===== src/rtl/text_ram_loader.sv =====
// -----------------------------------------------------------------------------
// text_ram_loader
//
// Accepts a byte stream of characters and control codes and turns it into
// writes into a 32x32 character text RAM. That RAM is shared with a display
// reader, so every write waits for ram_grant.
//
//   0x30-0x39 : write the digit value (0..9) at the cursor, then advance it
//   0x0A      : newline. Column goes to 0 and the row advances. No write.
//   0x08      : backspace. Step left and write CLEAR_CHAR there (ignored at col 0)
//   0x0C      : form feed. Fill all 1024 cells with CLEAR_CHAR and home the cursor
//   others    : consumed and ignored
//
// Ports
//   clk          single clock, rising edge
//   reset        asynchronous reset, active low
//   in_data      command/character byte
//   in_valid     in_data valid
//   in_ready     byte accepted this cycle when in_valid is high (IDLE only)
//   ram_grant    text RAM port available to this block this cycle
//   ram_addr     text RAM address {row, col} (registered)
//   ram_din      text RAM write data (registered)
//   ram_we       text RAM write strobe (combinational on ram_grant)
//   busy         high whenever the FSM is not IDLE
//   cursor_row   current cursor row
//   cursor_col   current cursor column
// -----------------------------------------------------------------------------
module text_ram_loader #(
    parameter logic [7:0] CLEAR_CHAR = 8'h00,
    parameter int         WRAP_ROWS  = 1
) (
    input  logic       clk,
    input  logic       reset,
    input  logic [7:0] in_data,
    input  logic       in_valid,
    output logic       in_ready,
    input  logic       ram_grant,
    output logic [9:0] ram_addr,
    output logic [7:0] ram_din,
    output logic       ram_we,
    output logic       busy,
    output logic [4:0] cursor_row,
    output logic [4:0] cursor_col
);

    typedef enum logic [1:0] {
        S_IDLE  = 2'd0,
        S_WRITE = 2'd1,
        S_CLEAR = 2'd2
    } state_e;

    state_e     state_q, state_d;
    logic [4:0] row_q, row_d;
    logic [4:0] col_q, col_d;
    logic [9:0] addr_q, addr_d;
    logic [7:0] din_q, din_d;
    // Set for digit writes only. A backspace write leaves the cursor where it is.
    logic       adv_q, adv_d;

    // Row advance. With wrapping disabled the last row is sticky.
    function automatic logic [4:0] row_next(input logic [4:0] row);
        if (row != 5'd31)
            return row + 5'd1;
        else if (WRAP_ROWS != 0)
            return 5'd0;
        else
            return 5'd31;
    endfunction

    always_comb begin
        state_d = state_q;
        row_d   = row_q;
        col_d   = col_q;
        addr_d  = addr_q;
        din_d   = din_q;
        adv_d   = adv_q;

        case (state_q)
            S_IDLE: begin
                if (in_valid) begin
                    if (in_data inside {[8'h30:8'h39]}) begin
                        addr_d  = {row_q, col_q};
                        din_d   = {4'h0, in_data[3:0]};
                        adv_d   = 1'b1;
                        state_d = S_WRITE;
                    end else if (in_data == 8'h0A) begin
                        col_d = 5'd0;
                        row_d = row_next(row_q);
                    end else if (in_data == 8'h08) begin
                        if (col_q != 5'd0) begin
                            col_d   = col_q - 5'd1;
                            addr_d  = {row_q, col_q - 5'd1};
                            din_d   = CLEAR_CHAR;
                            adv_d   = 1'b0;
                            state_d = S_WRITE;
                        end
                    end else if (in_data == 8'h0C) begin
                        addr_d  = 10'd0;
                        din_d   = CLEAR_CHAR;
                        row_d   = 5'd0;
                        col_d   = 5'd0;
                        state_d = S_CLEAR;
                    end
                end
            end

            S_WRITE: begin
                if (ram_grant) begin
                    state_d = S_IDLE;
                    if (adv_q) begin
                        if (col_q != 5'd31) begin
                            col_d = col_q + 5'd1;
                        end else if (row_q == 5'd31 && WRAP_ROWS == 0) begin
                            // Bottom-right corner without wrapping: the cursor stays put.
                            col_d = 5'd31;
                        end else begin
                            col_d = 5'd0;
                            row_d = row_next(row_q);
                        end
                    end
                end
            end

            S_CLEAR: begin
                // The address moves only after a granted write, so a stall skips nothing.
                if (ram_grant) begin
                    if (addr_q == 10'd1023)
                        state_d = S_IDLE;
                    else
                        addr_d = addr_q + 10'd1;
                end
            end

            default: state_d = S_IDLE;
        endcase
    end

    always_ff @(posedge clk or negedge reset) begin
        if (!reset) begin
            state_q <= S_IDLE;
            row_q   <= 5'd0;
            col_q   <= 5'd0;
            addr_q  <= 10'd0;
            din_q   <= 8'd0;
            adv_q   <= 1'b0;
        end else begin
            state_q <= state_d;
            row_q   <= row_d;
            col_q   <= col_d;
            addr_q  <= addr_d;
            din_q   <= din_d;
            adv_q   <= adv_d;
        end
    end

    // The strobe follows the grant directly. An asynchronous reset forces IDLE,
    // which drops the strobe in the same cycle.
    assign ram_we     = (state_q != S_IDLE) && ram_grant;
    assign in_ready   = (state_q == S_IDLE);
    assign busy       = (state_q != S_IDLE);
    assign ram_addr   = addr_q;
    assign ram_din    = din_q;
    assign cursor_row = row_q;
    assign cursor_col = col_q;

endmodule


===== config.mk =====
export PLATFORM = sky130hd
export DESIGN_NAME = text_ram_loader
export DESIGN_NICKNAME = d
export VERILOG_FILES = /design/src/rtl/text_ram_loader.sv
export SDC_FILE = /design/constraint.sdc
export NUM_CORES = 1
export LEC_CHECK = 0
export CELL_PAD_IN_SITES_DETAIL_PLACEMENT = 1
export CELL_PAD_IN_SITES_GLOBAL_PLACEMENT = 1
export CORE_MARGIN = 1.5
export CORE_UTILIZATION = 50
export DETAILED_ROUTE_END_ITERATION = 16
export DONT_BUFFER_PORTS = 1
export PLACE_DENSITY_LB_ADDON = 0.1
export REMOVE_ABC_BUFFERS = 1
export SYNTH_ARGS = -nofsm -noshare
export SYNTH_HDL_FRONTEND = slang
export SYNTH_SLANG_ARGS = --single-unit

===== constraint.sdc =====
create_clock -name clk -period 4.8 [get_ports clk]
set_clock_uncertainty 0.05 [all_clocks]
set_input_delay 0.96 -clock clk [delete_from_list [all_inputs] [get_ports clk]]
set_output_delay 0.96 -clock clk [all_outputs]
set_load 0.01 [all_outputs]

# ---- After elaboration in Yosys (flattened, before gate mapping)
# Cells that the tools add are included.
dict set report totals {
  register_bits 31
  output_inout_bits 31
  elab_cells 100
  inputBits 12
}
dict set report classes {
  n_lt_le_gt_ge 2
  n_reduce_logical 16
  addsub 4
  mux 47
  n_eq_ne 25
}
# operator count
set op_table {}
lappend op_table {{$mux W5} 17}
lappend op_table {{$mux W10} 8}
lappend op_table {{$mux W8} 5}
lappend op_table {{$eq A8 B4 Y1 const B} 3}
lappend op_table {{$reduce_and A7 Y1} 3}
lappend op_table {{$pmux W10 S2} 1}
lappend op_table {{$pmux W5 S2} 2}
lappend op_table {{$mux W2} 9}
lappend op_table {{$ne A2 B2 Y1 const B} 9}
lappend op_table {{$add A10 B1 Y10 const B} 1}
lappend op_table {{$add A5 B1 Y5 const B} 2}
lappend op_table {{$eq A10 B10 Y1 const B} 1}
lappend op_table {{$ne A5 B5 Y1 const B} 2}
lappend op_table {{$reduce_and A5 Y1} 2}
lappend op_table {{$reduce_bool A2 Y1} 5}
lappend op_table {{$ge A8 B6 Y1 const B} 1}
lappend op_table {{$le A8 B6 Y1 const B} 1}
lappend op_table {{$ne A4 B1 Y1 const B} 2}
lappend op_table {{$ne A4 B3 Y1 const B} 2}
lappend op_table {{$reduce_and A8 Y1} 1}
lappend op_table {{$ne A3 B3 Y1 const B} 2}
lappend op_table {{$pmux W2 S3} 1}
lappend op_table {{$reduce_bool A5 Y1} 1}
lappend op_table {{$sub A5 B1 Y5 const B} 1}
lappend op_table {{other kinds (8)} 12}

# ---- Longest topological paths before layout
# Gate-level depths: netlist of run 1.
dict set report depth {
  word_depth 7
  depth_mapped 7
  depth_no_buf 7
}

# ---- Least setup slack after synthesis of run 1
# OpenSTA, ideal clock, no wires.
dict set report synth_path {
  path_type {input-to-reg}
  start {input port in_data[1]}
  end {register addr_q[0], in the netlist ram_addr[0]}
  t_arrival_ns 2.357
  setup_ns 0.065
  path_buffers 1
  slack_ns 2.328
  required_ns 4.685
  stages 6
  path_cell_list {clkbuf_1 -> nor4_1 -> nand3_1 -> a221oi_1 -> o221a_1 -> o22a_1}
}
dict set report synth_via {
  elab_chain_len 6
  word_cells_on_any_way 15
  cone_classes {order compare: 2; eq/ne: 6; mux: 5; reduce/logical: 2}
}
# item line_no
set synth_rtl {}
lappend synth_rtl {{from (decl)} 34} ;# input logic [7:0] in_data,
lappend synth_rtl {{parallel branches: the longest is 6 deep, another holds $ge A8 B6 Y1} -}
lappend synth_rtl {{to (signal assigned)} 150} ;# addr_q <= addr_d;
lappend synth_rtl {{to (decl)} 55} ;# logic [9:0] addr_q, addr_d;
# Several ways; the timed one is not identified. The select of a mux whose other input is x is not followed.
# A chain may end at the register's enable or synchronous reset.

# ---- Worst setup path after layout of run 1
dict set report layout_path {
  start {register col_q[0], in the netlist cursor_col[0]}
  end {register col_q[2], in the netlist cursor_col[2]}
}
dict set report layout_via {
  elab_chain_len 7
  word_cells_on_any_way 15
  cone_classes {add/sub: 2; eq/ne: 2; mux: 9; reduce/logical: 2}
}
# item line_no
set layout_rtl {}
lappend layout_rtl {{from (decl)} 54} ;# logic [4:0] col_q, col_d;
lappend layout_rtl {{from (signal assigned)} 149} ;# col_q <= col_d;
lappend layout_rtl {{$sub A5 B1 Y5} 91} ;# col_d = col_q - 5'd1;
lappend layout_rtl {{$mux W5} 90} ;# if (col_q != 5'd0) begin
lappend layout_rtl {{$mux W5} 89} ;# end else if (in_data == 8'h08) begin
lappend layout_rtl {{$mux W5} 86} ;# end else if (in_data == 8'h0A) begin
lappend layout_rtl {{$mux W5} 81} ;# if (in_data inside {[8'h30:8'h39]}) begin
lappend layout_rtl {{$mux W5} 80} ;# if (in_valid) begin
lappend layout_rtl {{$pmux W5 S2} 78} ;# case (state_q)
# Parallel ways exist; a longest one is shown, timed or not. The select of a mux whose other input is x is not followed.

==> results of run 1 <==
## layout make-up
type | count | share of cell area [%]
clock inverter | 1 | 0.381
inverter | 7 | 1.33
sequential | 27 | 34.3
multi-input combinational | 178 | 58.8
tap | 48 | 3.05
clock buffer | 3 | 2.10
## worst max path at each step
| stage | start | to | slack (ns) | cells past startpoint |
|---|---|---|---|---|
| detailed placement | in_data[0] | cursor_row[3]$_DFFE_PN0P_ | 2.07 | 5 |
| global placement | in_data[0] | ram_addr[7]$_DFFE_PN0P_ | 2.20 | 5 |
| CTS | cursor_col[0]$_DFFE_PN0P_ | cursor_col[2]$_DFFE_PN0P_ | 2.33 | 7 |
| finish | cursor_col[0]$_DFFE_PN0P_ | cursor_col[2]$_DFFE_PN0P_ | 2.32 | 7 |
| global route | cursor_col[0]$_DFFE_PN0P_ | ram_addr[7]$_DFFE_PN0P_ | 2.20 | 7 |
| floorplan | in_data[0] | cursor_row[3]$_DFFE_PN0P_ | 2.38 | 5 |
## worst max-delay path, cell delays in order, from the launching register on
cell and delay, ns:
dfrtp_1 0.51, inv_1 0.19, ha_1 0.16, or4b_4 0.48, or3_4 0.36, a41oi_4 0.31
or2_2 0.22, o31ai_1 0.08
## per-layer routing
layer | share of wire, % | wire, um
met1 | 45 | 2490
met2 | 48 | 2660
met3 | 4.1 | 224
met4 | 2.1 | 118
met5 | 0 | 0
## synth_stat cells (2+ instances only)
master    instances
nand2_1          19
and4_1            2
ha_1              7
buf_4             4
a31oi_1           5
inv_1             7
nor2b_1           3
and3_1            3
and2_1            6
o31ai_1           5
o21ai_0          15
o22ai_1           4
a311oi_1          3
nand2b_1          8
clkbuf_1          5
nor2_1           17
dfrtp_1          27
a22o_1            4
a21oi_2           2
nand3_1           8
nand4_1           3
or2_2             2
a32oi_1           3
o21ai_1           9
nor3_1            6
a21oi_1           8
o211ai_1          5
## state kept, by name (all words and copies together), names as in the netlist
signal	flops
adv_q	1
cursor_col	5
state_q	2
ram_addr	10
cursor_row	5
ram_din	4
## cells by family (layout without fill, tap and decap cells)
| kind of cell | Yosys count | in the layout | share of synthesized area, % |
|---|---|---|---|
| simple gates | 85 | 85 | 24.6 |
| flops | 27 | 27 | 35.3 |
| xor+xnor | 1 | 1 | 0.458 |
| fa+ha+maj | 7 | 7 | 4.58 |
| compound gates | 81 | 81 | 30.2 |
| other cells | 1 | 4 | 0.196 |
| buf+inv | 18 | 11 | 4.71 |
## power by group through the flow
| stage | Sequential (mW) | Clock, mW | Combinational (mW) |
|---|---|---|---|
| after floorplan | 0.330 | 0 | 0.170 |
| after global placement | 0.345 | 0 | 0.206 |
| after detailed placement | 0.352 | 0 | 0.218 |
| after CTS | 0.347 | 0.136 | 0.220 |
| after global routing | 0.355 | 0.144 | 0.249 |
| final | 0.347 | 0.133 | 0.222 |
==> results.toml, run 1 <==
[final_layout]
area_growth_syn_to_layout_pct = 2.94
finalNonFillerCells = 264
num_antenna_cells = 0
final_common_cell = "dfrtp_1"
post-route-util_pct = 53.8
layout_common_cells = "27 x dfrtp_1, 19 x nand2_1, 17 x nor2_1"
regArea_sq_um = 676
postLayoutCellArea_sq_um = 1970
fill_cells = 445
drive_above_1_share_pct = 6.94
layout.nets = 236
multi_input_area_sq_um = 1160

[worst_setup_path]
r2r-start = "cursor_col[0]$_DFFE_PN0P_"
start_kind = "flop"
end_kind = "flop"
path_max_fanout = 7
reg2regPathDepth = 7
crit_type = "reg2reg"
cp.required_ns = 4.90
arrival_ns = 2.58
worstReg2RegEnd = "cursor_col[2]$_DFFE_PN0P_"
r2r_setup_slack_ns = 2.32

[yosys]
synth.avg_cell_area_sq_um = 8.70
synth-async-reset-ratio_pct = 100
ys_top_cells_by_area = "dfrtp_1 35%, ha_1 4.6%, o21ai_0 3.9%, nand2_1 3.7%, nor2_1 3.3%"
synth-edff-count = 0
netlist_area_sq_um = 1910
netlist_instances = 220
ys_types = 57
synthFlopType = "dfrtp_1"
synth_seq_area_share_pct = 35.3
ys.warnings.count = 0
ys_ff_latch = 27
synth_top_area_share_pct = 35.3
synth_area_leader_cell = "dfrtp_1"

[floorplan]
die_h_um = 64.9
die_w_um = 64.9
fp.dieArea_sq_um = 4210
boundaryPins = 43
core_area_sq_um = 3660
start_util_pct = 52.3
fp-row-count = 22

[power]
power.share.combinational_pct = 31.6
power.switching_mw = 0.289
power_leakage_nw = 0.771
pwr-share-clk_pct = 19.0
switching_share_pct = 41.2
internal_power_mw = 0.413
power_frac_seq_pct = 49.4
max-vdd-ir-drop_mv = 0.206
power_density_nw_per_um2 = 357
power_mw = 0.703

[sta]
relSlewSlack_pct = 49.9
period_share_pct = 51.6
rsz0062_at_grt = "false"
finalWorstSetupSlack_ns = 2.32
fmax_ghz = 0.404
setup_tns_ns = 0
hold_viol_final = 0
fin_crit_ns = 2.48
setup_viol = 0
hold_ws_ns = 0.315
drv_slew = 0
tightest_slew_ns = 0.744

[global_route]
grt_busiest_layer = "met2"
grt_pass1_vias = 1884
grt_max_degree = 28
gr-total-overflow = 0
grt_pass1_wl_mm = 9.25
antenna_found_initial = 0
use_met3_pct = 4.34
grt_util_met1_pct = 37.1
met2_usage_pct = 45.9
grt_usage_pct = 27.9

[clock_network]
post_cts_buffers = 0
cts-root-buf = "clkbuf_8"
cts_buffer_depth = 2
path_clk_slew_ns = 0.10
clkLatencyLatePin_ns = 0.27
cts_htree_levels = 1
cts_sinks = 27
postCtsResizedCells = 0
cts_made_buffers = 3
hold_buffers = 0
cts_tree = "done"

[detailed_routing]
num_vias = 1764
drtIter0Drc = 107
drc_errors = 0
detail_route.wl_per_cell_um = 20.8
antenna_left = 0
post_drt_via_cell_ratio = 6.68
drtPass1Iterations = 4
wl_mm = 5.49

[run]
timing.max_cap.violations = 0

[placement]
place_ws_ns = 2.07
gp_congestion = 0.909
portBuffers = 0
dpl-instance-area_sq_um = 1920
hpwl_mm = 4.27
place_inst = 260

[outcome]
status = "finished clean"

[worst_hold_path]
hold_path.class = "in2async"
Note: power is estimated with default switching activity, not from simulation.
==> run 2: changes to the inputs <==
--- a/config.mk
+++ b/config.mk
@@ -5,10 +5,11 @@
 export SDC_FILE = /design/constraint.sdc
 export NUM_CORES = 1
 export LEC_CHECK = 0
+export ABC_AREA = 1
 export CELL_PAD_IN_SITES_DETAIL_PLACEMENT = 1
 export CELL_PAD_IN_SITES_GLOBAL_PLACEMENT = 1
 export CORE_MARGIN = 1.5
-export CORE_UTILIZATION = 50
+export CORE_UTILIZATION = 44
 export DETAILED_ROUTE_END_ITERATION = 16
 export DONT_BUFFER_PORTS = 1
 export PLACE_DENSITY_LB_ADDON = 0.1
==> constraint.sdc (replaced) <==
create_clock -name clk -period 2.4 [get_ports clk]
set_clock_uncertainty 0.05 [all_clocks]
set_input_delay 0.48 -clock clk [delete_from_list [all_inputs] [get_ports clk]]
set_output_delay 0.48 -clock clk [all_outputs]
set_load 0.01 [all_outputs]
==> run 2 against run 1 <==
Cell area increased by 14%; area after synthesis is 11% higher; die area rose by 25%; cell count rose by 43%; synthesized cell count increased by 45%; clock power is 120% higher; first-iteration DRC count fell by 29%; register-to-register slack worse by 1.9 ns; via count up 14%; sequential power rose by 86%; sequential cell count stayed put; critical path depth is 4 higher.
==> results.toml, run 2 <==
[power]
switching_share_pct = 46.7
power_density_nw_per_um2 = 701
power.switching_mw = 0.732
internal_power_mw = 0.837
pwr-share-clk_pct = 18.3
power_frac_seq_pct = 41.1
power_mw = 1.57
power_leakage_nw = 1.16
max-vdd-ir-drop_mv = 0.445
power.share.combinational_pct = 40.6

[floorplan]
die_w_um = 72.4
boundaryPins = 43
start_util_pct = 45.2
fp-row-count = 25
fp.dieArea_sq_um = 5240
core_area_sq_um = 4690
die_h_um = 72.4

[clock_network]
cts_htree_levels = 1
cts-root-buf = "clkbuf_8"
cts_buffer_depth = 2
path_clk_slew_ns = 0.11
cts_tree = "done"
clkLatencyLatePin_ns = 0.29
cts_sinks = 27
cts_made_buffers = 3

[sta]
rsz0062_at_grt = "false"
drv_slew = 0
fmax_ghz = 0.506
hold_ws_ns = 0.257
setup_viol = 0
setup_tns_ns = 0
finalWorstSetupSlack_ns = 0.423
hold_viol_final = 0
period_share_pct = 82.4
fin_crit_ns = 1.98

[worst_hold_path]
holdPathEnd = "state_q[0]$_DFFE_PN0P_"
holdPathStages = 1
min_from = "ram_grant"
hold_path.class = "in2reg"

[worst_setup_path]
r2r-start = "cursor_col[1]$_DFFE_PN0P_"
r2r_setup_slack_ns = 0.42
worstReg2RegEnd = "cursor_row[1]$_DFFE_PN0P_"
end_kind = "flop"
worstSetupStartpoint = "cursor_col[1]$_DFFE_PN0P_"
crit_type = "reg2reg"
start_kind = "flop"
reg2regPathDepth = 11
arrival_ns = 2.12
path_max_fanout = 7
cp.required_ns = 2.54

[yosys]
synthFlopType = "dfrtp_1"
synth-edff-count = 0
ys.warnings.count = 0
yosys.cell_count.top_type = "nand2_1"
synth-async-reset-ratio_pct = 100
synth_seq_area_share_pct = 31.9
synthTopCellsByCount = "130 x nand2_1, 33 x nand3_1, 27 x dfrtp_1"
synth_top_area_share_pct = 31.9
netlist_instances = 320
synth.avg_cell_area_sq_um = 6.62
ys_types = 31
ys_ff_latch = 27
synth_area_leader_cell = "dfrtp_1"
ys_top_cells_by_area = "dfrtp_1 32%, nand2_1 23%, nand3_1 7.8%, inv_1 4.4%, ha_1 4.1%"
netlist_area_sq_um = 2120

[detailed_routing]
antenna_left = 0
detail_route.wl_per_cell_um = 14.8
num_vias = 2018
drc_errors = 0
post_drt_via_cell_ratio = 5.35
wl_mm = 5.56
drtIter0Drc = 76
drtPass1Iterations = 4

[run]
timing.max_cap.violations = 0

[final_layout]
layout.nets = 343
final_common_cell = "nand2_1"
drive_above_1_share_pct = 12.7
fill_cells = 636
layout_common_cells = "130 x nand2_1, 33 x nand3_1, 27 x dfrtp_1"
num_antenna_cells = 0
area_growth_syn_to_layout_pct = 5.61
largest_reg_flops = 10

[placement]
gp_congestion = 0.822
hpwl_mm = 4.23
portBuffers = 0
place_ws_ns = 0.419

[global_route]
antenna_found_initial = 0
grt_pass1_wl_mm = 9.57
grt_pass1_vias = 2116
grt_usage_pct = 23.1
grt_max_degree = 28
gr-total-overflow = 0

[outcome]
status = "finished clean"
## run 2: cell count changes after synthesis, sizes merged, moves of 8 or more
cell / change
inv: +25
nor2: +14
nand2b: -8
nand2: +119
o21ai: -8
nand3: +28
## run 2: how the worst max path moves through the flow
stage	end
final	cursor_row[1]$_DFFE_PN0P_
after global routing	ram_addr[3]$_DFFE_PN0P_
after CTS	cursor_row[1]$_DFFE_PN0P_
after detailed placement	cursor_row[1]$_DFFE_PN0P_
after global placement	cursor_row[1]$_DFFE_PN0P_
after floorplan	cursor_row[1]$_DFFE_PN0P_
## run 2: timing repair
item	CTS	global route
hold buffers	2	0
setup buffers	0	0
resized for setup	0	0
hold endpoints to repair	27	0
## run 2: area by class of cell
| class | instances | area [sq um] | share of cell area (%) |
|---|---|---|---|
| clock inverters | 1 | 7.51 | 0.335 |
| multi-input cells | 257 | 1290 | 57.7 |
| clock buffers | 3 | 41.3 | 1.84 |
| flip-flops and latches | 27 | 676 | 30.2 |
| repair buffers | 2 | 30.0 | 1.34 |
| well taps | 54 | 67.6 | 3.02 |
| inverters | 33 | 124 | 5.53 |
## run 2: through the flow
stage | util (%) | cell area, sq um | std cells
finish | 47.7 | 2240 | 377
global route | 47.7 | 2240 | 377
CTS | 47.7 | 2240 | 377
detailed placement | 46.0 | 2160 | 371
global placement | 46.0 | 2160 | 371
floorplan | - | 2090 | 317
## run 2: power groups by stage
stage / logic, mW / clock network (mW) / registers [mW]
2_1_floorplan: 0.500 / 0 / 0.630
4_1_cts: 0.644 / 0.298 / 0.646
3_5_place_dp: 0.626 / 0 / 0.656
3_3_place_gp: 0.611 / 0 / 0.651
6_report: 0.638 / 0.287 / 0.644
5_1_grt: 0.717 / 0.310 / 0.660
## run 2: critical path, stage by stage (launching register included)
cell and delay [ns]:
dfrtp_1 0.51, ha_1 0.23, nand2_1 0.07, nor2_1 0.14, ha_1 0.21, a21oi_1 0.09, nor2_2 0.09, nand3_2 0.08
a21oi_4 0.21, inv_2 0.08, nand2_1 0.06, nand2_1 0.05
## run 2: routing by layer
| layer | track usage (%) | vias up | wire [um] |
|---|---|---|---|
| met5 | 0 | - | 0 |
| met4 | 7.34 | 0 | 73 |
| met1 | 30.0 | 970 | 2620 |
| met2 | 39.8 | 28 | 2730 |
| met3 | 2.92 | 5 | 142 |
| li1 | - | 1015 | - |
## run 2: kinds of logic after synthesis
kind of cell	Yosys count	share of synthesized area (%)
simple gates	213	45.8
xor+xnor	2	0.827
buf+inv	39	7.67
compound gates	31	9.50
other cells	1	0.177
flops	27	31.9
fa+ha+maj	7	4.13
